<file path="src/rtl/mem_bus_arbiter.sv">
// Two-master arbiter sharing the single-ported SOPC memory between instruction fetch (m0)
// and load/store (m1), with bounded fetch starvation and a slave response timeout.
module mem_bus_arbiter #(
    parameter int ADDR_W     = 32,
    parameter int DATA_W     = 32,
    parameter int TIMEOUT    = 16,
    parameter int MAX_STARVE = 4
) (
    input  logic                  clk,
    input  logic                  rst,

    input  logic                  m0_req,
    input  logic [ADDR_W-1:0]     m0_addr,
    output logic [DATA_W-1:0]     m0_rdata,
    output logic                  m0_ack,
    output logic                  m0_err,

    input  logic                  m1_req,
    input  logic                  m1_we,
    input  logic [ADDR_W-1:0]     m1_addr,
    input  logic [DATA_W-1:0]     m1_wdata,
    input  logic [DATA_W/8-1:0]   m1_sel,
    output logic [DATA_W-1:0]     m1_rdata,
    output logic                  m1_ack,
    output logic                  m1_err,

    output logic                  slv_stb,
    output logic                  slv_we,
    output logic [ADDR_W-1:0]     slv_addr,
    output logic [DATA_W-1:0]     slv_wdata,
    output logic [DATA_W/8-1:0]   slv_sel,
    input  logic                  slv_ack,
    input  logic [DATA_W-1:0]     slv_rdata,

    output logic                  stall_if,
    output logic                  stall_mem
);

    localparam int SEL_W = DATA_W / 8;
    localparam int TW    = (TIMEOUT > 1) ? $clog2(TIMEOUT) : 1;
    localparam int SW    = (MAX_STARVE > 0) ? $clog2(MAX_STARVE + 1) : 1;

    localparam logic [TW-1:0] TMO_LAST   = (TIMEOUT > 0) ? TW'(TIMEOUT - 1) : '0;
    localparam logic [SW-1:0] STARVE_MAX = SW'(MAX_STARVE);

    typedef enum logic [1:0] {
        IDLE = 2'd0,
        GNT0 = 2'd1,
        GNT1 = 2'd2
    } state_e;

    state_e         state_q, state_d;
    logic [SW-1:0]  starve_q, starve_d;
    logic [TW-1:0]  tmo_q, tmo_d;
    logic           tmo_hit;
    logic           m0_forced;

    assign tmo_hit   = (TIMEOUT != 0) && (tmo_q == TMO_LAST);
    assign m0_forced = m0_req && (starve_q == STARVE_MAX);

    always_ff @(posedge clk or negedge rst) begin
        if (!rst) begin
            state_q  <= IDLE;
            starve_q <= '0;
            tmo_q    <= '0;
        end else begin
            state_q  <= state_d;
            starve_q <= starve_d;
            tmo_q    <= tmo_d;
        end
    end

    // Arbitration happens only in IDLE, so every access is followed by one idle bubble.
    always_comb begin
        state_d  = state_q;
        starve_d = starve_q;
        tmo_d    = tmo_q;
        case (state_q)
            IDLE: begin
                tmo_d = '0;
                if (m1_req && !m0_forced) begin
                    state_d = GNT1;
                    if (m0_req) begin
                        starve_d = (starve_q == STARVE_MAX) ? starve_q : starve_q + SW'(1);
                    end else begin
                        starve_d = '0;
                    end
                end else if (m0_req) begin
                    state_d  = GNT0;
                    starve_d = '0;
                end else begin
                    starve_d = '0;
                end
            end
            GNT0, GNT1: begin
                if (slv_ack || tmo_hit) begin
                    state_d = IDLE;
                    tmo_d   = '0;
                end else begin
                    tmo_d = tmo_q + TW'(1);
                end
            end
            default: begin
                state_d = IDLE;
                tmo_d   = '0;
            end
        endcase
    end

    // Slave mux and response routing; ack beats a simultaneous timeout.
    always_comb begin
        slv_stb   = 1'b0;
        slv_we    = 1'b0;
        slv_addr  = '0;
        slv_wdata = '0;
        slv_sel   = '0;
        m0_rdata  = '0;
        m0_ack    = 1'b0;
        m0_err    = 1'b0;
        m1_rdata  = '0;
        m1_ack    = 1'b0;
        m1_err    = 1'b0;
        case (state_q)
            GNT0: begin
                slv_stb  = 1'b1;
                slv_addr = m0_addr;
                slv_sel  = {SEL_W{1'b1}};
                m0_rdata = slv_rdata;
                m0_ack   = slv_ack;
                m0_err   = !slv_ack && tmo_hit;
            end
            GNT1: begin
                slv_stb   = 1'b1;
                slv_we    = m1_we;
                slv_addr  = m1_addr;
                slv_wdata = m1_wdata;
                slv_sel   = m1_sel;
                m1_rdata  = slv_rdata;
                m1_ack    = slv_ack;
                m1_err    = !slv_ack && tmo_hit;
            end
            default: begin
            end
        endcase
    end

    assign stall_if  = m0_req & ~m0_ack & ~m0_err;
    assign stall_mem = m1_req & ~m1_ack & ~m1_err;

endmodule
</file>
<file path="config.mk">
export PLATFORM = sky130hd
export DESIGN_NAME = mem_bus_arbiter
export DESIGN_NICKNAME = d
export VERILOG_FILES = /design/src/rtl/mem_bus_arbiter.sv
export SDC_FILE = /design/constraint.sdc
export NUM_CORES = 1
export LEC_CHECK = 0
export ABC_AREA = 0
export CORE_AREA = 2 2 108 110
export CTS_CLUSTER_DIAMETER = 100
export DETAILED_ROUTE_END_ITERATION = 6
export DIE_AREA = 0 0 110 112
export PLACE_DENSITY_LB_ADDON = 0.2
export SLEW_MARGIN = 20
export SYNTH_ARGS = -nofsm -noshare
export SYNTH_HDL_FRONTEND = slang
export SYNTH_SLANG_ARGS = --single-unit
</file>
<file path="constraint.sdc">
create_clock -name clk -period 2.66 [get_ports clk]
set_clock_uncertainty 0.05 [all_clocks]
set_input_delay 0.532 -clock clk [delete_from_list [all_inputs] [get_ports clk]]
set_output_delay 0.532 -clock clk [all_outputs]
set_load 0.005 [all_outputs]
</file>
* Word-level counts from Yosys, hierarchy flattened
Cells that the tools add are included.
** Word-level totals
- Register bits after elaboration :: 9
- Latch bits :: 0
- Bits in writable memories :: 0
- Bits in read-only memories :: 0
- Input port bits :: 138
- Output and inout bits :: 140
- Logic and storage cells :: 50
- Memories kept :: 0
** Cells by class
- Add/sub/neg operators :: 2
- $mul :: 0
- Div/mod/pow operators :: 0
- Magnitude comparators :: 0
- Equal/unequal tests :: 7
- Shifts and indexed selects :: 0
- Mux-type cells :: 20
- Bitwise gates (word level) :: 8
- Reductions and logical operators :: 10
** Operators with widths (number)
- 32-bit 2-to-1 mux :: 3
- 32-bit case mux with 2 select lines :: 1
- 3-bit 2-to-1 mux :: 3
- 4-bit 2-to-1 mux :: 2
- 4-bit case mux with 2 select lines :: 1
- 1-bit 2-to-1 mux :: 6
- 2-bit 2-to-1 mux :: 3
- 3-bit inequality test (second input constant) :: 2
- 4-bit by 1-bit adder with 4-bit output (second input constant) :: 1
- 1-bit AND :: 4
- 4-bit equality test (second input constant) :: 1
- 1-bit NOT :: 4
- 2-bit case mux with 2 select lines :: 1
- 2-bit AND reduction :: 2
- 3-bit by 1-bit adder with 3-bit output (second input constant) :: 1
- 3-bit equality test (second input constant) :: 1
- 1-bit logical AND :: 3
- 2-bit by 1-bit equality test with 1-bit output (second input constant) :: 1
- 2-bit equality test (second input constant) :: 1
- 1-bit logical NOT :: 2
- 2-bit logical NOT :: 1
- 2-bit by 1-bit inequality test with 1-bit output (second input constant) :: 1
- 2-bit OR reduction :: 1
- 1-bit logical OR :: 1

* Depth between registers and ports, before layout
Gate-level depths: netlist (run 1).
- Depth after elaboration :: 6
- Depth in mapped cells :: 6
- Depth with buffers taken out :: 5

* Least setup slack after synthesis (run 1)
OpenSTA, ideal clock, no wires.
- Path type :: register to output
- Start :: register state_q[0]
- End :: output slv_addr[0]
- Data arrival time :: 1.276 ns
- Required time :: 2.078 ns
- Setup slack :: 0.802 ns
- Stages on the path, launching flop included :: 6
- Path buffers :: 2
- Cell sequence :: dfrtp_1 > inv_1 > ha_1 > buf_2 > clkbuf_1 > nor2b_1
** On the way
- Longest elaborated chain between the ends :: 2
- Elaborated cells on any way between the ends :: 3
- Those cells by class :: eq/ne: 2; mux: 1
** Ends and longest elaborated chain
- start: declaration :: line 52 : state_e state_q, state_d;
- start signal: assignment :: line 67 : state_q <= state_d;
- 2-bit equality test / 2-bit by 1-bit equality test with 1-bit output (equally long branches) :: line 123 : case (state_q)
- 32-bit case mux with 2 select lines (*) :: line 123
- end: declaration :: line 29 : output logic [ADDR_W-1:0] slv_addr,
Mark *: on every way between the ends. The rest lies on a longest branch, timed or not.

* Worst setup path in the final report (run 1)
- Start :: input slv_ack
- End :: output stall_if
** On the way
- Longest elaborated chain between the ends :: 5
- Elaborated cells on any way between the ends :: 8
- Those cells by class :: mux: 2; bitwise: 4; reduce/logical: 2
** Ends and longest elaborated chain
- start: declaration :: line 32 : input logic slv_ack,
- 1-bit logical NOT :: line 130 : m0_err = !slv_ack && tmo_hit;
- 1-bit logical AND :: line 130
- 1-bit 2-to-1 mux :: line 123
- 1-bit NOT :: line 147 : assign stall_if = m0_req & ~m0_ack & ~m0_err;
- 1-bit AND (*) :: line 147
- end: declaration :: line 35 : output logic stall_if,
Marked as above.

==> summary.log, run 1 <==
qor: status.outcome complete, no violations
qor: floorplanning.initial_core_util 0.1612
qor: synthesis.synth.yosys.seq_area_share 0.1250
qor: sta.slew_viol_final 0
qor: global_routing.grt_overflow_total 0
qor: critical_path.cp_slowest_cell clkdlybuf4s50_1
qor: routing.route.antenna.remaining_nets 0
qor: synthesis.syn_area_per_cell 7.178 um2
qor: global_routing.track_usage 0.1539
qor: clock_network.maximum_count_of_clock_buffers_along_a_single_path 2
qor: sta.period_share 0.9786
qor: synthesis.synth_enable_flop_cells 0
qor: power.switching_power 1.353 mW
qor: hold_path.number_of_cells_on_the_worst_hold_path 1
qor: power.clock_power_share 0.072
qor: critical_path.cp-start-kind primary input
qor: critical_path.required_time_of_the_worst_setup_path 2.08 ns
qor: synthesis.synth_seq_cells 9
qor: power.p_int 2.348 mW
qor: cells_and_area.mostFrequentLayoutCell clkdlybuf4s50_1
qor: synthesis.yosys_warning_count 0
qor: global_routing.grt_pass1_vias 2,670
qor: routing.detailedRoute.firstPassIterationCount 5
qor: clock_network.cts_sink_count 9
qor: clock_network.clock_tree_root_buffer_cell clkbuf_16
qor: critical_path.cp_num_cells 4
qor: cells_and_area.nFillCells 1,141
qor: placed_design.portBuffers 277
qor: critical_path.r2r-end state_q[1]
qor: routing.route.detailed.drc 0
qor: clock_network.clk_latency 0.23 ns
qor: power.power.density 754.7 nW/um2
qor: routing.detail_route.wirelength 10,400 um
qor: cells_and_area.utilization 0.4388
qor: floorplanning.die_w 110 um
qor: hold_path.min-delay-path-class flip-flop to flip-flop
qor: floorplanning.placementRows 39
qor: placed_design.place_ws 0.02669 ns
qor: critical_path.timing.critical_path.cells clkdlybuf4s50_1 -> and2_1 -> a211oi_1 -> clkdlybuf4s50_1
qor: cells_and_area.syn2layout_area_growth 172.2%
qor: clock_network.clock_tree.htree_level_count 1
qor: clock_network.worst_setup_hold_path_clk_slew 0.04 ns
qor: sta.slew-limit-headroom 0.7149
qor: flow_run.timing.max_cap.violations 0
qor: placed_design.finalWeightedCongestion 0.7879
qor: critical_path.r2r.worst_path.cells 6
qor: synthesis.synth_flop_cell dfrtp_1
qor: cells_and_area.most-common-layout-cells clkdlybuf4s50_1 (277), and2_1 (100), nor2b_1 (36)
qor: critical_path.cp_max_fo 4
qor: hold_path.hold_end tmo_q[0]
qor: power.vdd_ir_drop_max 637.4 uV
qor: sta.hold_slack 0.4170 ns
qor: critical_path.crit_family buffers and inverters
qor: critical_path.max_stage_delay 0.56 ns
qor: cells_and_area.layout.cells.non_filler 660
qor: critical_path.worst_path_most_repeated_cell clkdlybuf4s50_1
qor: placed_design.place_inst 655
qor: sta.hold_viol_final 0
qor: cells_and_area.final_cell_area 4903 um2
qor: floorplanning.design.core.area 11,170 um2
qor: cells_and_area.final_net_count 663
qor: critical_path.timing.critical_path.arrival 2.02 ns
qor: sta.setup-violations-final 0
qor: sta.max_slew.worst_pin.slew 0.4263 ns
qor: power.power.combinational.fraction 0.870
qor: routing.num_vias 2,767
qor: synthesis.synth_nets 396
qor: sta.rsz_0062_raised_after_global_routing no
qor: sta.setup_tns_final 0 ns
qor: clock_network.tritoncts_clock_tree yes
qor: routing.drt-vias-per-instance 4.192
qor: power.p_total 3.701 mW
qor: floorplanning.ios 278
qor: hold_path.holdCritStartpoint tmo_q[0]
qor: power.power_switching_share 0.3656
qor: sta.finalWorstPathRequiredPeriod 2.603 ns
qor: power.power.static_leakage 1.798 nW
qor: global_routing.number_of_antenna_violations_at_the_first_check_in_global_routing 0
qor: critical_path.cp-end-kind output port
qor: routing.drt_first_iter_violations 106
qor: routing.wire_per_inst 15.76 um
qor: cells_and_area.share_of_layout_cells_above_drive_strength_1 0.05029
qor: global_routing.largest_net_degree_at_the_start_of_global_routing 36
qor: synthesis.syn-cell-area 1802 um2
qor: critical_path.critPathKind primary input to output port
qor: synthesis.syn_inst 251
qor: critical_path.worst-r2r-setup-slack 0.85 ns
qor: placed_design.detailedPlacementHpwl 8539 um
qor: synthesis.synth_async_sr_flop_share 1.000
qor: power.sequential_power_share 0.058
qor: synthesis.number_of_different_library_cells_in_the_post_synthesis_netlist 34
qor: critical_path.launch_instance_of_the_worst_register_to_register_path state_q[1]
qor: global_routing.first_pass_grt_wire_length 14,850 um
qor: cells_and_area.antenna_cells_inserted 0
qor: placed_design.placement.cell_area 4745 um2
qor: floorplanning.die_h 112 um
qor: floorplanning.die-area 12,320 um2
qor: clock_network.cts-buffers-inserted 3
qor: critical_path.critical_path_buf_inv_count 2
qor: sta.timing.fmax 0.3842 GHz
qor: sta.final_worst_path_setup_slack 0.05698 ns
state kept, by name, summed over array words and instances (netlist names):
register and count:
starve_q 3, state_q 2, tmo_q 4
worst max path at each step:
| stage | startpoint | slack [ns] | endpoint |
|---|---|---|---|
| floorplan | state_q[0] | 0.80 | slv_addr[0] |
| global placement | slv_ack | 0.06 | stall_if |
| detailed placement | slv_ack | 0.03 | stall_if |
| CTS | state_q[0] | -0.02 | slv_we |
| global route | slv_ack | 0.005 | stall_if |
| finish | slv_ack | 0.06 | stall_if |
area by class of cell:
| type | instances | area (um2) | share of cell area |
|---|---|---|---|
| Sequential cell | 9 | 226.5 | 0.04619 |
| Inverter | 7 | 28.78 | 0.005869 |
| Timing Repair Buffer | 286 | 2927 | 0.5968 |
| Clock buffer | 4 | 78.83 | 0.01608 |
| Tap cell | 143 | 178.9 | 0.03649 |
| Multi-Input combinational cell | 211 | 1464 | 0.2985 |
synthesized netlist by cell type (2+ instances only):
cell	number	share of area
a21oi_1	4	0.011
a22oi_1	32	0.13
and2_1	100	0.35
buf_2	15	0.042
buf_6	2	0.012
clkbuf_1	7	0.015
dfrtp_1	9	0.13
ha_1	7	0.049
inv_1	7	0.015
nand2_1	4	0.0083
nand3_1	2	0.0056
nor2_1	5	0.010
nor2b_1	36	0.13
routing by layer:
layer  share of wire  up-vias  global-route usage
li1                -     1361                   -
met1            0.34     1268              0.1569
met2            0.56      128              0.3125
met3           0.096       10             0.03162
met4           0.012        0             0.02700
met5               0        -                   0
repair_timing:
item	in CTS	in global routing
setup buffers	0	0
endpoints found under the hold margin	0	0
hold buffers	0	0
setup endpoints to repair	10	79
gates cloned	1	0
resized for setup	0	10
power groups by stage:
stage	Sequential (mW)	Clock, mW	Combinational [mW]
2_1_floorplan	0.197	0	1.35
3_3_place_gp	0.202	0	3.07
3_5_place_dp	0.205	0	3.12
4_1_cts	0.204	0.269	3.20
5_1_grt	0.222	0.275	3.49
6_report	0.216	0.266	3.22
logic make-up (layout without fill, tap and decap cells):
| family | Yosys count | after routing | synth area share |
|---|---|---|---|
| buffers and inverters | 31 | 297 | 0.08334 |
| xor gates and xnor gates | 2 | 2 | 0.009724 |
| DFF | 9 | 9 | 0.1250 |
| adders and majority gates | 7 | 7 | 0.04861 |
| AOI/OAI and AO/OA | 47 | 47 | 0.2035 |
| and+or+nand+nor | 155 | 155 | 0.5299 |
(Power assumes the default switching activity.)
==> inputs of run 2 (changes only) <==
--- a/config.mk
+++ b/config.mk
@@ -6,6 +6,7 @@
 export NUM_CORES = 1
 export LEC_CHECK = 0
 export ABC_AREA = 0
+export CAP_MARGIN = 15
 export CORE_AREA = 2 2 108 110
 export CTS_CLUSTER_DIAMETER = 100
 export DETAILED_ROUTE_END_ITERATION = 6
==> results of run 2 <==
Final layout, timing and power as in run 1 (identical DEF).
